File: src/rtl/seven_seg_scan_ctrl.sv
// -----------------------------------------------------------------------------
// seven_seg_scan_ctrl
//
// Time-multiplexed scan controller for a bank of common-segment 7-segment
// digits. One BCD-to-7-segment decoder is shared across all digits. The host
// loads a display word at any time. The word is held in a pending register and
// moves to the displayed (shadow) register only at a frame boundary, so a frame
// never mixes old and new digits. Each digit slot opens with a short blanked
// guard interval, which keeps the previous digit from ghosting onto the next.
//
// Parameters:
//   NUM_DIGITS   - number of digits scanned (>= 1)
//   REFRESH_DIV  - clock cycles per digit slot (>= 2)
//   BLANK_CYCLES - blanked guard cycles at slot start (1 .. REFRESH_DIV-1)
//
// Ports:
//   clk        in   system clock, rising edge
//   rst_n      in   synchronous active-low reset
//   en         in   scan enable; 0 = display off
//   load       in   one-cycle strobe; capture digits_in / dp_in
//   digits_in  in   BCD digits, [3:0] = digit 0 (least significant)
//   dp_in      in   decimal point per digit
//   seg        out  {a,b,c,d,e,f,g}, active-high, registered
//   dp         out  decimal point of the active digit, registered
//   an         out  one-hot digit enable, active-high, registered
//   frame_done out  one-cycle pulse on the last cycle of each full frame
//
// Optional feature (compile-time macro LEADING_ZERO_BLANK_EN):
//   When defined, in the show phase a digit k > 0 has its segments blanked if
//   shadow digits k..NUM_DIGITS-1 are all zero. an and dp are still driven.
//   Digit 0 is never suppressed. When undefined, every digit is decoded as-is.
// -----------------------------------------------------------------------------
module seven_seg_scan_ctrl #(
    parameter int NUM_DIGITS   = 4,
    parameter int REFRESH_DIV  = 1000,
    parameter int BLANK_CYCLES = 2
) (
    input  logic                    clk,
    input  logic                    rst_n,
    input  logic                    en,
    input  logic                    load,
    input  logic [4*NUM_DIGITS-1:0] digits_in,
    input  logic [NUM_DIGITS-1:0]   dp_in,
    output logic [6:0]              seg,
    output logic                    dp,
    output logic [NUM_DIGITS-1:0]   an,
    output logic                    frame_done
);

    localparam int CNT_W = (REFRESH_DIV > 1) ? $clog2(REFRESH_DIV) : 1;
    localparam int IDX_W = (NUM_DIGITS > 1) ? $clog2(NUM_DIGITS) : 1;

    localparam logic [CNT_W-1:0] CNT_LAST = CNT_W'(REFRESH_DIV - 1);
    localparam logic [CNT_W-1:0] CNT_SHOW = CNT_W'(BLANK_CYCLES);
    localparam logic [IDX_W-1:0] IDX_LAST = IDX_W'(NUM_DIGITS - 1);

    typedef enum logic {
        ST_IDLE = 1'b0,
        ST_SCAN = 1'b1
    } state_e;

    // Digit vectors are kept as packed 2-D arrays so a digit index selects a
    // whole BCD nibble.
    typedef logic [NUM_DIGITS-1:0][3:0] digits_t;

    // -------------------------------------------------------------------------
    // State
    // -------------------------------------------------------------------------
    state_e                  state_q, state_d;
    logic [CNT_W-1:0]        cnt_q, cnt_d;
    logic [IDX_W-1:0]        idx_q, idx_d;

    digits_t                 shadow_q, shadow_d;
    logic [NUM_DIGITS-1:0]   shadow_dp_q, shadow_dp_d;
    digits_t                 pend_q, pend_d;
    logic [NUM_DIGITS-1:0]   pend_dp_q, pend_dp_d;
    logic                    pend_vld_q, pend_vld_d;

    logic [6:0]              seg_q, seg_d;
    logic                    dp_q, dp_d;
    logic [NUM_DIGITS-1:0]   an_q, an_d;
    logic                    frame_done_q, frame_done_d;

    // High on the edge where the displayed word may change: the IDLE->SCAN
    // entry edge, or the last cycle of a frame.
    logic                    boundary;

    // Per-digit segment pattern from the current shadow word.
    logic [NUM_DIGITS-1:0][6:0] digit_seg;

    // -------------------------------------------------------------------------
    // Shared BCD decoder. Values 10..15 are not BCD and light nothing.
    // -------------------------------------------------------------------------
    function automatic logic [6:0] bcd_to_seg(input logic [3:0] v);
        case (v)
            4'd0:    return 7'b1111110;
            4'd1:    return 7'b0110000;
            4'd2:    return 7'b1101101;
            4'd3:    return 7'b1111001;
            4'd4:    return 7'b0110011;
            4'd5:    return 7'b1011011;
            4'd6:    return 7'b1011111;
            4'd7:    return 7'b1110000;
            4'd8:    return 7'b1111111;
            4'd9:    return 7'b1111011;
            default: return 7'b0000000;
        endcase
    endfunction

`ifdef LEADING_ZERO_BLANK_EN
    logic zeros_above;
`endif

    always_comb begin
        for (int k = 0; k < NUM_DIGITS; k++) begin
            digit_seg[k] = bcd_to_seg(shadow_q[k]);
        end
`ifdef LEADING_ZERO_BLANK_EN
        // Walk down from the most significant digit; once a non-zero digit is
        // seen, every lower digit is significant and keeps its segments.
        zeros_above = 1'b1;
        for (int k = NUM_DIGITS - 1; k >= 1; k--) begin
            zeros_above = zeros_above && (shadow_q[k] == 4'd0);
            if (zeros_above) begin
                digit_seg[k] = 7'b0000000;
            end
        end
`endif
    end

    // -------------------------------------------------------------------------
    // Next-state and next-output logic
    // -------------------------------------------------------------------------
    always_comb begin
        // NOTE: every variable gets a default before any branch, so no path
        // leaves a value unassigned and no latch is inferred.
        state_d      = state_q;
        cnt_d        = cnt_q;
        idx_d        = idx_q;
        boundary     = 1'b0;
        seg_d        = 7'b0000000;
        dp_d         = 1'b0;
        an_d         = '0;
        frame_done_d = 1'b0;

        case (state_q)
            ST_IDLE: begin
                if (en) begin
                    state_d  = ST_SCAN;
                    cnt_d    = '0;
                    idx_d    = '0;
                    boundary = 1'b1;
                end
            end

            ST_SCAN: begin
                if (!en) begin
                    // Dropping enable abandons the frame. The next enable
                    // restarts at digit 0 with its blank phase.
                    state_d = ST_IDLE;
                    cnt_d   = '0;
                    idx_d   = '0;
                end else begin
                    if (cnt_q == CNT_LAST) begin
                        cnt_d = '0;
                        idx_d = (idx_q == IDX_LAST) ? '0 : idx_q + 1'b1;
                    end else begin
                        cnt_d = cnt_q + 1'b1;
                    end

                    frame_done_d = (cnt_d == CNT_LAST) && (idx_d == IDX_LAST);
                    boundary     = frame_done_d;

                    // Outputs follow the slot position being entered on this
                    // edge. shadow_q only changes on a boundary edge, and that
                    // edge still shows the old word, so the frame stays whole.
                    if (cnt_d >= CNT_SHOW) begin
                        an_d[idx_d] = 1'b1;
                        seg_d       = digit_seg[idx_d];
                        dp_d        = shadow_dp_q[idx_d];
                    end
                end
            end

            default: begin
                state_d = ST_IDLE;
            end
        endcase
    end

    // -------------------------------------------------------------------------
    // Host load path: the pending register collects the latest load, and the
    // shadow register takes it at the next boundary. A load on the boundary
    // edge itself goes straight to shadow.
    // -------------------------------------------------------------------------
    always_comb begin
        shadow_d    = shadow_q;
        shadow_dp_d = shadow_dp_q;
        pend_d      = pend_q;
        pend_dp_d   = pend_dp_q;
        pend_vld_d  = pend_vld_q;

        if (boundary) begin
            if (load) begin
                shadow_d    = digits_t'(digits_in);
                shadow_dp_d = dp_in;
                pend_vld_d  = 1'b0;
            end else if (pend_vld_q) begin
                shadow_d    = pend_q;
                shadow_dp_d = pend_dp_q;
                pend_vld_d  = 1'b0;
            end
        end else if (load) begin
            pend_d     = digits_t'(digits_in);
            pend_dp_d  = dp_in;
            pend_vld_d = 1'b1;
        end
    end

    // -------------------------------------------------------------------------
    // Registers
    // -------------------------------------------------------------------------
    always_ff @(posedge clk) begin
        // NOTE: sequential state uses non-blocking assignments, so every
        // register samples its pre-edge inputs regardless of statement order.
        if (!rst_n) begin
            state_q      <= ST_IDLE;
            cnt_q        <= '0;
            idx_q        <= '0;
            // NOTE: the display word registers are reset along with the
            // control state, so a display re-enabled after reset shows zeros
            // and never stale or pending data.
            shadow_q     <= '0;
            shadow_dp_q  <= '0;
            pend_q       <= '0;
            pend_dp_q    <= '0;
            pend_vld_q   <= 1'b0;
            seg_q        <= 7'b0000000;
            dp_q         <= 1'b0;
            an_q         <= '0;
            frame_done_q <= 1'b0;
        end else begin
            state_q      <= state_d;
            cnt_q        <= cnt_d;
            idx_q        <= idx_d;
            shadow_q     <= shadow_d;
            shadow_dp_q  <= shadow_dp_d;
            pend_q       <= pend_d;
            pend_dp_q    <= pend_dp_d;
            pend_vld_q   <= pend_vld_d;
            seg_q        <= seg_d;
            dp_q         <= dp_d;
            an_q         <= an_d;
            frame_done_q <= frame_done_d;
        end
    end

    assign seg        = seg_q;
    assign dp         = dp_q;
    assign an         = an_q;
    assign frame_done = frame_done_q;

endmodule

File: config.mk
export PLATFORM = sky130hd
export DESIGN_NAME = seven_seg_scan_ctrl
export DESIGN_NICKNAME = d
export VERILOG_FILES = /design/src/rtl/seven_seg_scan_ctrl.sv
export SDC_FILE = /design/constraint.sdc
export NUM_CORES = 1
export LEC_CHECK = 0
export CORE_UTILIZATION = 59
export DETAILED_ROUTE_END_ITERATION = 7
export GPL_ROUTABILITY_DRIVEN = 0
export MAX_ROUTING_LAYER = met4
export PLACE_DENSITY = 0.79
export SYNTH_ARGS = -nofsm -noshare
export SYNTH_HDL_FRONTEND = slang
export SYNTH_SLANG_ARGS = --single-unit
File: constraint.sdc
create_clock -name clk -period 4.9 [get_ports clk]
set_clock_uncertainty 0.2 [all_clocks]
set_input_delay 0.49 -clock clk [delete_from_list [all_inputs] [get_ports clk]]
set_output_delay 0.49 -clock clk [all_outputs]
set_load 0.03 [all_outputs]
Word-level counts from Yosys, hierarchy flattened --
Memories as Yosys holds them, arrays and structs flattened. A register that Yosys moved wholly into a read port is not among the register bits. Index checks and enable logic that the tools add are counted.
Operators by class: add/subtract/negate cells 2, multiplexer cells 34, reductions and logical operators 8, $lt $le $gt $ge 3, equality and inequality tests 5, bitwise logic cells 3
Operators with widths (count):
- $mux 10 | 5
- $mux 4 | 10
- $mux 16 | 2
- $eq 10x10->1 const B | 2
- $pmux 10 s2 | 1
- $bmux 7 s2 | 1
- $mux 2 | 6
- $add 10x1->10 const B | 1
- $ge 10x2->1 const B | 1
- $mux 7 | 1
- $reduce_and 2->1 | 3
- $eq 2x2->1 const B | 2
- $mux 1 | 4
- $pmux 2 s2 | 1
- $reduce_and 4->1 | 1
- $lt 2x3->1 const B | 1
- $not 1->1 | 3
- $add 2x1->2 const B | 1
- $bmux 1 s2 | 1
- $demux 1 s2 | 1
- $ge 2x1->1 const B | 1
- $logic_and 1x1->1 | 2
- $ne 2x2->1 const B | 1
- $pmux 1 s2 | 1
- other kinds (2) | 2
Storage, ports and cells: memories kept 4, output and inout bits 13, input bits 24, word-level logic and storage cells 77, flip-flop bits (word level) 67, bits in read-only memories 448
Memories:
- (name not given) | depth 16, bits a word 7, read ports 1, clocked after memory_dff 1, wr ports 0, RTL line 95 | case (v)
- (name not given) | depth 16, bits a word 7, read ports 1, clocked after memory_dff 1, wr ports 0, RTL line 95
- (name not given) | depth 16, bits a word 7, read ports 1, clocked after memory_dff 1, wr ports 0, RTL line 95
- (name not given) | depth 16, bits a word 7, read ports 1, clocked after memory_dff 1, wr ports 0, RTL line 95

Longest topological paths before layout --
depth in word-level cells 12, gate-level depth with buffers 17

Worst setup path after synthesis --
No wires, ideal clock.
kind register -> register, start register cnt_q[0], end register digit_seg[15] (netlist name), stages on the path, launching flop included 16, setup slack 1060 ps, period minus slack after synthesis 3840 ps, data arrival time 3522 ps, setup time 119 ps, cells stage by stage dfxtp_1 -> ha_1 -> clkbuf_1 -> or4_1 -> and3_1 -> or4_1 -> buf_2 -> a21o_1 -> buf_6 -> buf_8 -> nor2_1 -> a21oi_2 -> nand2b_1 -> ha_1 -> or2_2 -> o2bb2ai_1
Between the ends: word-level cells in the longest chain between the ends 11
RTL lines:
- from (decl) | RTL line 70 | logic [CNT_W-1:0] cnt_q, cnt_d;
- from (signal assigned) | RTL line 244 | cnt_q <= cnt_d;
- $add 10x1->10 or $eq 10x10->1 (tied branches) | RTL line 168, 164
- $mux 10 or $mux 2 (tied branches) | RTL line 164 | if (cnt_q == CNT_LAST) begin
- $mux 10 or $mux 2 (tied branches) | RTL line 157 | if (!en) begin
- $mux 10 or $mux 2 (tied branches) | RTL line 146 | case (state_q)
- $eq 10x10->1 or $eq 2x2->1 (tied branches) | RTL line 171 | frame_done_d = (cnt_d == CNT_LAST) && (idx_d == IDX_LAST);
- $logic_and 1x1->1 * | RTL line 171
- $mux 1 *
- $pmux 1 s2 * | RTL line 146
- $reduce_and 2->1 (no source line) *
- $mux 4 (no source line) * (2 in a row)
Mark *: on every way between the ends. The rest lies on a longest branch, timed or not. The select of a mux whose other input is x is not followed. A chain may end at the register's enable or synchronous reset.

Final worst setup path --
start register cnt_q[0], end register digit_seg[22] (netlist name)
Between the ends: word-level cells in the longest chain between the ends 11
RTL lines (RTL line):
- $add 10x1->10 or $eq 10x10->1 (tied branches) | 168, 164
- $mux 10 or $mux 2 (tied branches) | 164
- $mux 10 or $mux 2 (tied branches) | 157
- $mux 10 or $mux 2 (tied branches) | 146
- $eq 10x10->1 or $eq 2x2->1 (tied branches) | 171
- $logic_and 1x1->1 * | 171
- $mux 1 *
- $pmux 1 s2 * | 146
- $reduce_and 2->1 (no source line) *
- $mux 4 (no source line) * (2 in a row)
Marked as above.

==> impl_metrics.json <==
{
  "status": "finished, final reports clean",
  "path_class": "reg -> reg",
  "synth_edf_count": 0,
  "drcViolationCount": 0,
  "setup_viol": 0,
  "crit_arrival_ns": 4.41,
  "syn_avg_cell_area_um2": 9.64,
  "fp.coreArea_um2": 8380,
  "hold_start": "shadow_dp_q[3]",
  "yosysUniqueCellTypes": 56,
  "ant_nets": 0,
  "path_depth": 12,
  "cap_violations": 0,
  "finalSetupTns_ns": 0,
  "fin_nets": 615,
  "grt_pass1_vias": 3739,
  "crit_start": "cnt_q[0]",
  "dr_total_vias": 3869,
  "critPathLaunchType": "flip-flop",
  "crit_buf_inv": 1,
  "die_x_um": 95.8,
  "min_period_ns": 4.36,
  "r2r_end": "digit_seg[22]",
  "rows": 33,
  "ir_worst_vdd_mv": 0.188,
  "min_path_cells": 1,
  "finalMaxSlewViolations": 0,
  "crit_chain": "ha_1 -> nor4bb_1 -> a22oi_1 -> o21ai_0 -> or4_1 -> a21o_1 -> nand3_1 -> nand2_1 -> inv_1 -> ha_1 -> or2_2 -> o2bb2ai_1",
  "post_cts_resized": 0,
  "ys_ff_latch": 95,
  "grt_start_max_net_pins": 49,
  "clkTransAtPathRegs_ns": 0.10,
  "worstPathRequired_ns": 4.95,
  "synth_warnings": 0,
  "clk_latency_ns": 0.37,
  "r2r_slack_ns": 0.54,
  "dr.pass1.iters": 4,
  "fmax_ghz": 0.229,
  "grt_remaining_overflow": 0,
  "synth_seq_area_share_pct": 36.6,
  "cts_buffer_depth": 2,
  "period_share_pct": 89.0,
  "tightest_slew_ns": 0.869,
  "regToRegStartpoint": "cnt_q[0]",
  "cts-hold-fix-buffers": 0,
  "p_total_mw": 1.65,
  "initial_utilization_pct": 62.0,
  "grt_setup_unrepaired": "no",
  "cts_tree": "done",
  "antenna_found_initial": 0,
  "min_path_type": "reg -> reg",
  "synth_fp_nets": 591,
  "hold_end": "shadow_dp_q[3]",
  "die_y_um": 95.8,
  "synthFlopType": "dfxtp_1",
  "hold_viol": 0,
  "worst_slack_ns": 0.541,
  "crit_slowest_cell": "a21o_1",
  "dpl.hpwl_um": 7780,
  "n_fill_cell": 651,
  "cts_root_buffer": "clkbuf_8",
  "powerDensity_nw_per_um2": 283,
  "routedWlPerCell_um": 15.9,
  "synthToLayoutAreaGrowth_pct": 12.1,
  "netlist_area_um2": 5190,
  "crit_top_cell": "ha_1",
  "wl_um": 10700,
  "io_pins": 37,
  "clock-sinks": 95,
  "max_stage_delay_ns": 0.73,
  "postCtsSetupBuffers": 0,
  "power_leakage_nw": 2.27,
  "cp_max_fo": 22,
  "dr.first_iter.drc_count": 165,
  "grtUsageTotal_pct": 26.4,
  "htreeDepth": 3,
  "port_buffers": 36,
  "n_antenna_cell": 0,
  "crit_family": "simple AND/OR/NAND/NOR gates",
  "die_area_um2": 9180,
  "ff2ff_path_depth": 12,
  "grt_pass1_wl_um": 17800,
  "viasPerCell": 5.75,
  "synth-async-reset-ratio_pct": 0,
  "cts_buffers": 9,
  "slew_headroom_pct": 42.1,
  "crit_path_end_kind": "flip-flop",
  "post-place-ws_ns": 0.598,
  "syn_inst": 539,
  "drive_gt1_share_pct": 13.4
}
routing by layer:
layer	vias up	wire (um)	global-route usage, %
met1	1825	4630	29.5
met5	-	0	-
li1	1931	-	-
met4	0	286	10.8
met3	27	362	3.24
met2	86	5450	47.5
area by class of cell:
class,count,area [um2],area share (%)
clock inverters,7,104,1.78
well taps,105,131,2.26
repair buffers,47,438,7.52
flip-flops and latches,95,1900,32.7
inverters,17,66.3,1.14
multi-input cells,393,3060,52.5
clock buffers,9,124,2.13
cell usage after synthesis, types with 10 or more instances:
cell / number / area [um2]
nand2_1: 57 / 214
a31oi_1: 10 / 62.6
ha_1: 28 / 350
clkbuf_1: 20 / 75.1
nand2b_1: 19 / 119
and2_1: 15 / 93.8
mux2_2: 14 / 158
inv_1: 16 / 60.1
dfxtp_1: 95 / 1900
nand3_1: 11 / 55.1
nor2b_1: 39 / 244
mux2i_1: 36 / 360
nor2_1: 15 / 56.3
o21ai_0: 20 / 100
worst reg2reg max path, stage by stage (launching register included):
cell and delay [ns]:
dfxtp_1 0.48, ha_1 0.43, nor4bb_1 0.51, a22oi_1 0.15, o21ai_0 0.30, or4_1 0.30
a21o_1 0.73, nand3_1 0.22, nand2_1 0.21, inv_1 0.11, ha_1 0.20, or2_2 0.29
o2bb2ai_1 0.12
cell usage in the layout, fill, tap and decap left out, types with 4 or more instances in the layout:
master	instances
xnor2_1	7
dfxtp_1	95
and3_1	4
nand4_1	4
o21ai_0	20
nand2_1	57
o211a_1	5
ha_1	28
mux2i_4	7
mux4_2	8
nand3_1	11
o32ai_1	4
clkdlybuf4s50_1	35
a22oi_1	6
o2bb2ai_1	9
clkbuf_8	9
mux2_2	14
nor2_1	15
nor3b_1	8
nor3_1	7
a21oi_1	9
or2_2	4
a21oi_2	4
nor2b_1	39
inv_1	16
and2_1	15
mux2i_1	36
a31oi_1	10
buf_4	11
o22ai_1	5
xor2_1	6
nand2b_1	19
kinds of logic (layout without fill, tap and decap cells):
family / Yosys count / in the layout / share of synthesized area, %
AND/OR/NAND/NOR: 195 / 195 / 20.3
AO/OA/AOI/OAI: 91 / 91 / 12.8
flip-flops: 95 / 95 / 36.6
adder cells (fa/ha/maj): 28 / 28 / 6.75
XOR/XNOR: 13 / 13 / 2.19
multiplexers: 66 / 66 / 16.8
buffers and inverters: 51 / 80 / 4.63
worst max path at each step:
stage               endpoint  slack (ns)
6_report       digit_seg[22]        0.54
5_1_grt        digit_seg[15]        0.18
4_1_cts        digit_seg[15]        0.57
3_5_place_dp   digit_seg[22]        0.60
3_3_place_gp   digit_seg[15]        0.80
2_1_floorplan  digit_seg[15]        1.06
report_power, final:
part / total (mW) / switching (mW) / internal, mW
logic: 0.226 / 0.114 / 0.112
clock network: 0.587 / 0.294 / 0.294
registers: 0.834 / 0.0209 / 0.813
state kept, by name (all words and copies together), names as in the netlist:
name / flops
shadow_dp_q: 4
state_q: 1
pend_dp_q: 4
seg: 7
shadow_q: 16
idx_q: 2
dp: 1
pend_vld_q: 1
frame_done: 1
digit_seg: 28
an: 4
pend_q: 16
cnt_q: 10
per-stage QoR:
step / hold slack (ns) / utilization, % / cell area (um2) / instances
global route: 0.341 / 69.4 / 5820 / 673
global placement: 0.280 / 66.7 / 5590 / 657
CTS: 0.310 / 69.4 / 5820 / 673
floorplan: 0.267 / - / 5190 / 539
detailed placement: 0.287 / 66.7 / 5590 / 657
finish: 0.306 / 69.4 / 5820 / 673
Note: power is estimated with default switching activity, not from simulation.
